## config.mk

```make
export PLATFORM = sky130hd
export DESIGN_NAME = load_store_unit_flat
export DESIGN_NICKNAME = d
export VERILOG_FILES = /design/src/rtl/load_store_unit_if.sv /design/src/rtl/load_store_unit.sv /design/src/flat_wrapper.sv
export SDC_FILE = /design/constraint.sdc
export NUM_CORES = 1
export LEC_CHECK = 0
export BUFFER_PORTS_ARGS = -buffer_cell sky130_fd_sc_hd__buf_2
export CORE_MARGIN = 2
export CORE_UTILIZATION = 53
export CTS_CLUSTER_SIZE = 24
export DETAILED_ROUTE_END_ITERATION = 7
export PLACE_DENSITY = 0.81
export REMOVE_ABC_BUFFERS = 1
export SLEW_MARGIN = 20
export SYNTH_ARGS = -nofsm -noshare
export SYNTH_HDL_FRONTEND = slang
export SYNTH_SLANG_ARGS = --single-unit
```

## constraint.sdc

```tcl
create_clock -name clk -period 3.75 [get_ports clk]
set_clock_uncertainty 0.1 [all_clocks]
set_input_delay 0.5625 -clock clk [delete_from_list [all_inputs] [get_ports clk]]
set_output_delay 0.5625 -clock clk [all_outputs]
set_load 0.01 [all_outputs]
```

## src/rtl/load_store_unit_if.sv

```systemverilog
// Core request/response channel and word-indexed data-memory port of the load/store unit.
interface load_store_unit_if;
  logic        req_valid;
  logic        req_ready;
  logic        req_write;
  logic [1:0]  req_size;
  logic        req_unsigned;
  logic [31:0] req_addr;
  logic [31:0] req_wdata;
  logic        resp_valid;
  logic [31:0] resp_rdata;
  logic        resp_error;
  logic [31:0] mem_address;
  logic [31:0] mem_writeData;
  logic        mem_write;
  logic [31:0] mem_readData;

  modport master (
    output req_valid, req_write, req_size, req_unsigned, req_addr, req_wdata, mem_readData,
    input  req_ready, resp_valid, resp_rdata, resp_error, mem_address, mem_writeData, mem_write
  );

  modport slave (
    input  req_valid, req_write, req_size, req_unsigned, req_addr, req_wdata, mem_readData,
    output req_ready, resp_valid, resp_rdata, resp_error, mem_address, mem_writeData, mem_write
  );
endinterface

```

## src/rtl/load_store_unit.sv

```systemverilog
// Load/store unit: byte-addressed core requests to a word-indexed memory with lane select,
// load extension, read-modify-write sub-word stores and alignment/range error detection.
module load_store_unit #(
  parameter int unsigned MEM_WORDS = 100
) (
  input logic              clk,
  input logic              rst,
  load_store_unit_if.slave bus
);
  localparam int unsigned XLEN = 32;
  localparam int unsigned IDXW = XLEN - 2;
  localparam logic [1:0]  SZ_B = 2'b00;
  localparam logic [1:0]  SZ_H = 2'b01;
  localparam logic [1:0]  SZ_W = 2'b10;
  localparam logic [1:0]  SZ_X = 2'b11;

  typedef enum logic [2:0] {S_IDLE, S_LOAD, S_RMW_RD, S_WRITE, S_RESP} state_e;

  state_e          state_q, state_d;
  logic            write_q, write_d;
  logic [1:0]      size_q, size_d;
  logic            uns_q, uns_d;
  logic [XLEN-1:0] addr_q, addr_d;
  logic [XLEN-1:0] wdata_q, wdata_d;
  logic [XLEN-1:0] merge_q, merge_d;
  logic [XLEN-1:0] rdata_q, rdata_d;
  logic            err_q, err_d;

  logic            accept;
  logic            req_err;
  logic            mem_active;
  logic [XLEN-1:0] load_val;
  logic [XLEN-1:0] store_word;
  logic [7:0]      lane_b;
  logic [15:0]     lane_h;

  assign accept  = bus.req_valid && (state_q == S_IDLE);
  assign req_err = (bus.req_size == SZ_X)
                || ((bus.req_size == SZ_H) && bus.req_addr[0])
                || ((bus.req_size == SZ_W) && (bus.req_addr[1:0] != 2'b00))
                || (bus.req_addr[XLEN-1:2] >= IDXW'(MEM_WORDS));

  // Lane select and extension of the addressed load data
  assign lane_b = bus.mem_readData[{addr_q[1:0], 3'b000} +: 8];
  assign lane_h = bus.mem_readData[{addr_q[1], 4'b0000} +: 16];

  always_comb begin
    load_val = bus.mem_readData;
    case (size_q)
      SZ_B:    load_val = uns_q ? {24'h0, lane_b} : {{24{lane_b[7]}}, lane_b};
      SZ_H:    load_val = uns_q ? {16'h0, lane_h} : {{16{lane_h[15]}}, lane_h};
      default: load_val = bus.mem_readData;
    endcase
  end

  // Replace only the target lanes of the previously read word
  always_comb begin
    store_word = merge_q;
    case (size_q)
      SZ_B:    store_word[{addr_q[1:0], 3'b000} +: 8] = wdata_q[7:0];
      SZ_H:    store_word[{addr_q[1], 4'b0000} +: 16] = wdata_q[15:0];
      default: store_word = wdata_q;
    endcase
  end

  always_comb begin
    state_d = state_q;
    write_d = write_q;
    size_d  = size_q;
    uns_d   = uns_q;
    addr_d  = addr_q;
    wdata_d = wdata_q;
    merge_d = merge_q;
    rdata_d = rdata_q;
    err_d   = err_q;
    case (state_q)
      S_IDLE: begin
        if (accept) begin
          write_d = bus.req_write;
          size_d  = bus.req_size;
          uns_d   = bus.req_unsigned;
          addr_d  = bus.req_addr;
          wdata_d = bus.req_wdata;
          merge_d = bus.req_wdata;
          rdata_d = '0;
          err_d   = req_err;
          if (req_err)                   state_d = S_RESP;
          else if (!bus.req_write)       state_d = S_LOAD;
          else if (bus.req_size == SZ_W) state_d = S_WRITE;
          else                           state_d = S_RMW_RD;
        end
      end
      S_LOAD: begin
        rdata_d = load_val;
        state_d = S_RESP;
      end
      S_RMW_RD: begin
        merge_d = bus.mem_readData;
        state_d = S_WRITE;
      end
      S_WRITE: state_d = S_RESP;
      S_RESP:  state_d = S_IDLE;
      default: state_d = S_IDLE;
    endcase
  end

  always_ff @(posedge clk or negedge rst) begin
    if (!rst) begin
      state_q <= S_IDLE;
      write_q <= 1'b0;
      size_q  <= 2'b00;
      uns_q   <= 1'b0;
      addr_q  <= '0;
      wdata_q <= '0;
      merge_q <= '0;
      rdata_q <= '0;
      err_q   <= 1'b0;
    end else begin
      state_q <= state_d;
      write_q <= write_d;
      size_q  <= size_d;
      uns_q   <= uns_d;
      addr_q  <= addr_d;
      wdata_q <= wdata_d;
      merge_q <= merge_d;
      rdata_q <= rdata_d;
      err_q   <= err_d;
    end
  end

  // Memory port decoded purely from the state register so reset drops it immediately
  assign mem_active        = (state_q == S_LOAD) || (state_q == S_RMW_RD) || (state_q == S_WRITE);
  assign bus.req_ready     = (state_q == S_IDLE);
  assign bus.resp_valid    = (state_q == S_RESP);
  assign bus.resp_rdata    = rdata_q;
  assign bus.resp_error    = err_q;
  assign bus.mem_write     = (state_q == S_WRITE) && write_q;
  assign bus.mem_address   = mem_active ? {2'b00, addr_q[XLEN-1:2]} : '0;
  assign bus.mem_writeData = (state_q == S_WRITE) ? store_word : '0;
endmodule

```

## src/flat_wrapper.sv

```systemverilog
// flat-port wrapper written by rule: the top's interface ports become plain ports
module load_store_unit_flat 
#(
  parameter int unsigned MEM_WORDS = 100
)
  (clk, rst, bus_req_valid, bus_req_write, bus_req_size, bus_req_unsigned, bus_req_addr, bus_req_wdata, bus_mem_readData, bus_req_ready, bus_resp_valid, bus_resp_rdata, bus_resp_error, bus_mem_address, bus_mem_writeData, bus_mem_write);
  load_store_unit_if bus_i ();
  input logic clk;
  input logic rst;
  input wire logic [$bits(bus_i.req_valid)-1:0] bus_req_valid;
  input wire logic [$bits(bus_i.req_write)-1:0] bus_req_write;
  input wire logic [$bits(bus_i.req_size)-1:0] bus_req_size;
  input wire logic [$bits(bus_i.req_unsigned)-1:0] bus_req_unsigned;
  input wire logic [$bits(bus_i.req_addr)-1:0] bus_req_addr;
  input wire logic [$bits(bus_i.req_wdata)-1:0] bus_req_wdata;
  input wire logic [$bits(bus_i.mem_readData)-1:0] bus_mem_readData;
  output wire logic [$bits(bus_i.req_ready)-1:0] bus_req_ready;
  output wire logic [$bits(bus_i.resp_valid)-1:0] bus_resp_valid;
  output wire logic [$bits(bus_i.resp_rdata)-1:0] bus_resp_rdata;
  output wire logic [$bits(bus_i.resp_error)-1:0] bus_resp_error;
  output wire logic [$bits(bus_i.mem_address)-1:0] bus_mem_address;
  output wire logic [$bits(bus_i.mem_writeData)-1:0] bus_mem_writeData;
  output wire logic [$bits(bus_i.mem_write)-1:0] bus_mem_write;
  assign bus_i.req_valid = bus_req_valid;
  assign bus_i.req_write = bus_req_write;
  assign bus_i.req_size = bus_req_size;
  assign bus_i.req_unsigned = bus_req_unsigned;
  assign bus_i.req_addr = bus_req_addr;
  assign bus_i.req_wdata = bus_req_wdata;
  assign bus_i.mem_readData = bus_mem_readData;
  assign bus_req_ready = bus_i.req_ready;
  assign bus_resp_valid = bus_i.resp_valid;
  assign bus_resp_rdata = bus_i.resp_rdata;
  assign bus_resp_error = bus_i.resp_error;
  assign bus_mem_address = bus_i.mem_address;
  assign bus_mem_writeData = bus_i.mem_writeData;
  assign bus_mem_write = bus_i.mem_write;
  load_store_unit #(.MEM_WORDS(MEM_WORDS)) u_core (.clk(clk), .rst(rst), .bus(bus_i));
endmodule
```

==> out/qor.txt <==
Outcome - finished clean
Post-Syn Area per Cell - 10.5 sq um
Final setup violation count - 0
Post-synth ARST share - 100%
DRT Pass-1 Iters - 7
CTS max path bufs - 2
Initial DRC Count - 702
Vias in the first global route - 6490
Final min period - 3.52 ns
Worst-path fanout max - 9
DR WL/cell - 20.8 um
CTS tree - built
Design Area, Final - 8930 sq um
Fill count - 1046
Critical path class - reg -> out
HP Class - in -> async
Setup crit start kind - flip-flop
Commonest cells after routing, fill and taps aside - buf_2, dfrtp_1, nand2_1
Final hold vios - 0
Hold_buf cts - 0
CORE AREA - 13100 sq um
Initial antenna violation count - 2
Clk slew on worst S/H paths - 0.06 ns
Synth Flop Type - dfrtp_1
# DRC - 0
DR vias/cell - 6.20
GP Congestion - 0.858
Commonest non-fill, non-tap cell in the layout - buf_2
Htree depth - 4
Proportion of synthesized area in mux cells - 13.9%
Remaining global-route overflow - 0
Die W - 120 um
Gr usage total - 30.8%
Cell row count - 42
Layout cell share with drive strength beyond 1 - 37.8%
Worst Max-Slew Pin Slew - 0.973 ns
Power Density - 485 nW/um^2
Fmax - 284 MHz
Final slew viol count - 0
First-pass GRT wire length - 34.0 mm
Drt total wl - 21.8 mm
Die Ht - 120 um
Max cap viols - 0
Synthesis Warnings - 0
Synth Area in Adders - 0.883%
Worst Path Arrival - 2.85 ns
Seq/Total Area, Yosys - 48.1%
Die area - 14300 sq um
Leakage - 4.46 nW
I/O pins - 203
Placed Instance Area - 8270 sq um
Simple-gate share of the synthesized area - 12.6%
Initial core utilization - 53.9%
Critical Path End Type - primary output
Netlist cell types - 46
Largest net degree at the start of global routing - 63
Synth Area in XOR/XNOR - 0%
Cells after DPL - 1015
Worst slew margin - 35.0%
Clk Latency, worst-skew pair - 0.43 ns
Max rail drop VDD - 0.000410 V
Synth Register Bits - 136
WP data required - 3.09 ns
Worst Hold Slack - 0.0144 ns
Fin crit share - 93.7%
DP HPWL - 14.5 mm
Post-route insts no fill - 1049
Num CTS Buffers - 17
Post-route ant nets - 0
Clock Sinks - 136
Area Growth Syn to Fin - 26.0%
CTS root buffer - clkbuf_16
Compound-Gate Fraction of Synth Area - 20.2%
Cells after Synth - 673
Post-Syn Area - 7080 sq um
Post_cts resized - 0
# Post-CTS Setup Buffers - 0
Via count - 6504
Largest family of logic cells by synthesized area - compound AO/OA/AOI/OAI gates
Number of synthesized flops with an enable pin - 0
Final nets - 966
TNS Setup - 0 ns
IO Port Bufs - 200
kinds of logic (layout without fill, tap and decap cells):
logic type / count (synthesis) / in the layout
AOI/OAI and AO/OA: 180 / 180
adders and majority gates: 5 / 5
buffers and inverters: 73 / 270
DFF: 136 / 136
muxes: 88 / 88
other: 1 / 4
and+or+nand+nor: 190 / 190
power breakdown:
part,leakage [nW],internal [mW],switching [mW]
combinational,2.45,0.336,0.407
sequential,1.69,1.62,0.142
clock,0.319,1.19,0.635
total,4.46,3.14,1.18
sequential cells by signal, indices dropped and copies added, names as in the netlist:
register,cells
u_core.addr_q,32
u_core.bus.resp_rdata,32
u_core.merge_q,32
u_core.wdata_q,32
u_core.state_q,3
u_core.size_q,2
u_core.bus.resp_error,1
u_core.uns_q,1
u_core.write_q,1
area by class of cell:
| cell class | count | area [sq um] | area share, % |
|---|---|---|---|
| inverters | 20 | 75.1 | 0.841 |
| diodes | 2 | 5.00 | 0.0561 |
| clock buffers | 26 | 539 | 6.04 |
| multi-input cells | 465 | 3410 | 38.2 |
| clock inverters | 6 | 108 | 1.21 |
| repair buffers | 218 | 1170 | 13.1 |
| well taps | 176 | 220 | 2.47 |
| flip-flops and latches | 136 | 3400 | 38.1 |
Yosys cell counts (all sizes together) (17+ instances only):
cell | n | share of area [%]
a21oi | 21 | 1.5
mux2i | 17 | 2.4
nand2 | 103 | 5.5
nor2 | 20 | 1.1
clkbuf | 33 | 1.7
buf | 20 | 1.6
and2 | 32 | 2.8
mux2 | 70 | 11
a221oi | 32 | 4.0
dfrtp | 136 | 48
a221o | 17 | 2.4
a22oi | 33 | 3.5
inv | 19 | 1.0
critical path, cell delays in order, from the launching register on:
cell,delay [ns]
dfrtp_1,0.51
inv_1,0.17
ha_1,0.39
nor4bb_1,0.42
buf_4,0.22
a221oi_1,0.08
a211o_1,0.31
a21oi_1,0.16
buf_2,0.15
stage by stage:
stage | setup slack (ns) | utilization, % | power (mW)
global route | -0.00950 | 67.9 | 4.49
floorplan | -11.54 | - | 2.24
detailed placement | 0.722 | 62.9 | 2.51
finish | 0.235 | 67.9 | 4.33
CTS | 0.256 | 67.8 | 4.31
global placement | 0.819 | 62.9 | 2.49
final timing paths:
| path | from | end | slack [ns] | depth (start not counted) |
|---|---|---|---|---|
| max in group asynchronous | rst | u_core.addr_q[29]$_DFFE_PN0P_ | 2.74 | 2 |
| worst min register to register | u_core.bus.resp_rdata[8]$_DFFE_PN0P_ | u_core.bus.resp_rdata[8]$_DFFE_PN0P_ | 0.37 | 1 |
| worst min-delay path | rst | u_core.wdata_q[29]$_DFFE_PN0P_ | 0.01 | 1 |
| min in group clk | bus_req_addr[2] | u_core.addr_q[2]$_DFFE_PN0P_ | 0.27 | 2 |
| worst max-delay path | u_core.addr_q[0]$_DFFE_PN0P_ | bus_mem_writeData[29] | 0.23 | 8 |
| worst max register to register | u_core.addr_q[1]$_DFFE_PN0P_ | u_core.bus.resp_rdata[11]$_DFFE_PN0P_ | 1.05 | 5 |
per-layer routing:
metal  track usage, %  part of all wire, %  vias up
met5                0                    0        -
met4             16.2                  3.6        0
met3             9.08                  9.7       63
met2             47.5                   46      388
met1             39.4                   40     3169
li1                 -                    -     2884
Power figures use the tool's default switching activity.
